$ cat src/rtl/cook_timer.sv
// Microwave cook timer: BCD mm:ss keypad entry, per-second countdown while heat
// is high, hold while heat is low, and a single finish pulse on expiry.
module cook_timer #(
  parameter int TICKS_PER_SEC = 50000000
) (
  input  logic       clk,
  input  logic       rst,
  input  logic       heat,
  input  logic       key_valid,
  input  logic [3:0] key_digit,
  input  logic       key_clear,
  output logic       finish,
  output logic       ready,
  output logic [3:0] min_tens,
  output logic [3:0] min_ones,
  output logic [3:0] sec_tens,
  output logic [3:0] sec_ones
);

  localparam int             PW   = $clog2(TICKS_PER_SEC);
  localparam logic [PW-1:0]  PMAX = PW'(TICKS_PER_SEC - 1);

  typedef enum logic [1:0] {SET = 2'd0, RUN = 2'd1, HOLD = 2'd2, DONE = 2'd3} state_t;

  state_t        state;
  logic [PW-1:0] presc;
  logic [15:0]   digits;
  logic [15:0]   digits_dec;
  logic          time_zero;
  logic          dec_zero;

  // One-second BCD decrement; seconds tens may hold up to 9 (0:90 is 90 s).
  function automatic logic [15:0] bcd_dec(input logic [15:0] t);
    logic [3:0] mt, mo, st, so;
    {mt, mo, st, so} = t;
    if (so != 4'd0) begin
      so = so - 4'd1;
    end else if (st != 4'd0) begin
      st = st - 4'd1;
      so = 4'd9;
    end else begin
      st = 4'd5;
      so = 4'd9;
      if (mo != 4'd0) begin
        mo = mo - 4'd1;
      end else begin
        mo = 4'd9;
        mt = mt - 4'd1;
      end
    end
    return {mt, mo, st, so};
  endfunction

  assign digits     = {min_tens, min_ones, sec_tens, sec_ones};
  assign digits_dec = bcd_dec(digits);
  assign time_zero  = (digits == 16'h0000);
  assign dec_zero   = (digits_dec == 16'h0000);
  assign ready      = ((state == SET) || (state == HOLD)) && !time_zero;

  always_ff @(posedge clk or posedge rst) begin
    if (rst) begin
      state    <= SET;
      presc    <= '0;
      finish   <= 1'b0;
      min_tens <= 4'd0;
      min_ones <= 4'd0;
      sec_tens <= 4'd0;
      sec_ones <= 4'd0;
    end else begin
      finish <= 1'b0;
      case (state)
        SET: begin
          if (heat) begin
            if (time_zero) begin
              state  <= DONE;
              finish <= 1'b1;
            end else begin
              state <= RUN;
              presc <= '0;
            end
          end else if (key_clear) begin
            {min_tens, min_ones, sec_tens, sec_ones} <= 16'h0000;
          end else if (key_valid && (key_digit <= 4'd9)) begin
            {min_tens, min_ones, sec_tens, sec_ones} <= {min_ones, sec_tens, sec_ones, key_digit};
          end
        end
        RUN: begin
          if (!heat) begin
            state <= HOLD;
          end else if (presc == PMAX) begin
            presc <= '0;
            {min_tens, min_ones, sec_tens, sec_ones} <= digits_dec;
            if (dec_zero) begin
              state  <= DONE;
              finish <= 1'b1;
            end
          end else begin
            presc <= presc + 1'b1;
          end
        end
        HOLD: begin
          // Prescaler is kept across the pause so a resumed second is not restarted.
          if (key_clear) begin
            {min_tens, min_ones, sec_tens, sec_ones} <= 16'h0000;
            presc <= '0;
            state <= SET;
          end else if (heat) begin
            state <= RUN;
          end
        end
        DONE: begin
          if (!heat) state <= SET;
        end
        default: state <= SET;
      endcase
    end
  end

endmodule

$ cat config.mk
export PLATFORM = sky130hd
export DESIGN_NAME = cook_timer
export DESIGN_NICKNAME = d
export VERILOG_FILES = /design/src/rtl/cook_timer.sv
export SDC_FILE = /design/constraint.sdc
export NUM_CORES = 1
export LEC_CHECK = 0
export BUFFER_PORTS_ARGS = -buffer_cell sky130_fd_sc_hd__clkbuf_2
export CAP_MARGIN = 15
export CORE_ASPECT_RATIO = 1.25
export CORE_MARGIN = 2
export CORE_UTILIZATION = 45
export CTS_CLUSTER_DIAMETER = 40
export DETAILED_ROUTE_END_ITERATION = 10
export PLACE_DENSITY = 0.67
export SYNTH_ARGS = -nofsm -noshare
export SYNTH_HDL_FRONTEND = slang
export SYNTH_SLANG_ARGS = --single-unit
$ cat constraint.sdc
create_clock -name clk -period 2.49 [get_ports clk]
set_input_delay 0.3735 -clock clk [delete_from_list [all_inputs] [get_ports clk]]
set_output_delay 0.3735 -clock clk [all_outputs]
set_load 0.02 [all_outputs]
==> flow_metrics.py <==
metrics = {
    "run_status": {
        "status": "complete, no violations",
    },
    "routing": {
        "drtAntennaViolNets": 0,
        "drt-wirelength-per-cell_um": 16.50,
        "dr_wl_met3_um": 194,
        "vias": 2732,
        "drt_iter0_drc": 173,
        "met1_length_um": 3308,
        "first_pass_iters": 4,
        "wirelength_um": 7408,
        "met2_length_um": 3769,
        "routed.top_layer": "met4",
        "drcViolationCount": 0,
        "routed_via_density": 6.085,
    },
    "logic_synthesis": {
        "async_reset_ff_share_pct": 100.0,
        "ys_warn_count": 0,
        "synthDistinctLibCells": 59,
        "synth-seq-area-share_pct": 38.36,
        "avgSynthCellArea_sq_um": 8.922,
        "ys_ff_latch": 45,
        "synthesis.area_sq_um": 2935,
        "synth_nets": 346,
        "synth_ff_type": "dfrtp_1",
        "synth-edff-count": 0,
        "syn_inst": 329,
    },
    "pwr": {
        "netSwitchingPower_w": 0.002020,
        "p_int_w": 0.002063,
        "power_frac_seq_pct": 26.2,
        "ir_drop_mv": 0.5336,
        "clkPwrFrac_pct": 11.2,
        "cellPowerDensity_nw_per_um2": 1222,
        "power.leakage_nw": 1.341,
        "p_sw_share_pct": 49.47,
        "pwr-share-comb_pct": 62.6,
    },
    "sta": {
        "post-route-period-util_pct": 93.32,
        "fin_crit_ns": 2.324,
        "slew_headroom_pct": 65.60,
        "setup-tns-final_ns": 0,
        "rsz0062_at_grt": "false",
        "finClkSkew_ns": 0.01250,
        "fmax_mhz": 430.4,
        "tightest_slew_ns": 0.5152,
        "hold-worst-slack_ns": 0.07302,
        "setup_viol": 0,
        "hold_violations": 0,
        "slew_violations": 0,
        "finalWorstSetupSlack_ns": 0.1664,
    },
    "clock_tree": {
        "cts_hold_buf": 0,
        "cts_num_sinks": 45,
        "clk_latency_ns": 0.30,
        "cts.repair.resized": 0,
        "post-cts-setup-buffers": 0,
        "root_buffer": "clkbuf_8",
        "max-clock-path-buffers": 2,
        "cts.htree.levels": 2,
        "numCtsBuffers": 5,
        "cts_tree": "yes",
        "clk_pin_slew_ns": 0.10,
    },
    "placed_design": {
        "place.port_buffers": 26,
        "place.gp.congestion": 0.8335,
        "dp_hpwl_um": 5295,
        "dp_cells": 441,
        "pre_cts_ws_ns": 0.2117,
        "dpl-instance-area_sq_um": 3257,
    },
    "die": {
        "die_width_um": 76.24,
        "die_h_um": 94.30,
        "start_util_pct": 47.00,
        "rows": 32,
        "core_area_sq_um": 6246,
        "dieArea_sq_um": 7189,
        "io_pins": 27,
    },
    "run": {
        "drv_cap": 0,
    },
    "setup_path": {
        "critical_path_arrival_ns": 1.95,
        "worstPathRequired_ns": 2.12,
        "startpoint_type": "flip-flop",
        "cp-end-kind": "primary output",
        "rr_worst_depth": 8,
        "critPathKind": "reg2out",
        "r2r_slack_ns": 0.18,
        "crit_start": "sec_tens[3]",
        "crit_fanout": 7,
        "r2r_start": "state[0]",
        "r2r_end": "presc[11]",
    },
    "layout": {
        "area_growth_pct": 13.81,
        "instances_no_fill": 449,
        "most-common-layout-cells": "45 x dfrtp_1, 26 x clkbuf_2, 24 x nand2_1",
        "final_common_cell": "dfrtp_1",
        "fill_cells": 590,
        "fin_area_sq_um": 3341,
        "nets": 380,
        "drive_above_1_share_pct": 18.96,
        "diodes": 0,
    },
    "min_path": {
        "hold_class": "in2async",
    },
    "grt": {
        "grt_use_total_pct": 21.46,
        "grt_pass1_vias": 2606,
        "grt_pass1_wl_um": 12600,
        "grt.overflow.total": 0,
        "grt_max_degree": 26,
        "antenna_found_initial": 0,
    },
}
==> final cells by class <==
type	instances	area [sq um]	area share, %
flip-flops and latches	45	1126	33.71
clock buffers	7	76.32	2.285
inverters	15	56.30	1.685
repair buffers	46	305.3	9.139
multi-input cells	250	1663	49.78
well taps	85	106.4	3.184
clock inverters	1	7.507	0.2247
==> cells by family (layout without fill, tap and decap cells) <==
group | count (synthesis) | in the layout | synth area share, %
buf+inv | 34 | 69 | 4.987
fa+ha+maj | 8 | 8 | 3.410
xor+xnor | 3 | 3 | 0.8953
mux | 7 | 7 | 2.557
flops | 45 | 45 | 38.36
compound gates | 102 | 102 | 24.00
simple gates | 130 | 130 | 25.79
==> critical path, stage by stage (launching register included) <==
cell and delay [ns]:
dfrtp_1 0.47, nor4_2 0.48, and4_1 0.41, a21oi_1 0.11
clkbuf_2 0.17
==> metal layers <==
layer | global-route usage (%) | vias up
li1 | - | 1318
met1 | 26.55 | 1346
met2 | 37.98 | 55
met3 | 3.173 | 13
met4 | 8.182 | 0
met5 | 0 | -
==> state kept, by name (all words and copies together), names as in the netlist <==
signal	cells
min_ones	4
min_tens	4
sec_tens	4
sec_ones	4
state	2
finish	1
presc	26
==> stage by stage <==
stage | utilization (%) | power, W
CTS | 53.49 | 0.004094
global placement | 52.14 | 0.003580
global route | 53.49 | 0.004375
floorplan | - | 0.002761
detailed placement | 52.14 | 0.003622
finish | 53.49 | 0.004083
==> worst max path at each step <==
stage                       end  depth (start not counted)  slack [ns]
floorplan           sec_tens[1]                          6        0.45
global placement    min_tens[3]                          6        0.26
detailed placement  sec_ones[0]                          6        0.21
CTS                       ready                          4        0.16
global route          presc[11]                          8        0.03
finish                    ready                          4        0.17
==> Yosys cell counts (all sizes together) (9+ instances only) <==
| master | count | area share (%) |
|---|---|---|
| nor2 | 21 | 2.8 |
| clkbuf | 9 | 1.2 |
| buf | 10 | 1.9 |
| nor4 | 9 | 2.9 |
| inv | 15 | 1.9 |
| o21ai | 22 | 4.1 |
| nand3 | 20 | 3.8 |
| dfrtp | 45 | 38 |
| a21oi | 23 | 3.9 |
| o2bb2ai | 13 | 3.9 |
| nor3 | 11 | 2.0 |
| nand2 | 25 | 3.3 |
==> power groups by stage <==
stage / sequential [W] / clock [W] / combinational [W]
4_1_cts: 0.00107 / 0.000473 / 0.00255
6_report: 0.00107 / 0.000458 / 0.00256
3_5_place_dp: 0.00108 / 0 / 0.00254
5_1_grt: 0.00109 / 0.000505 / 0.00278
2_1_floorplan: 0.00115 / 0 / 0.00161
3_3_place_gp: 0.00107 / 0 / 0.00251
No activity file was read; power rests on OpenSTA's default activity.
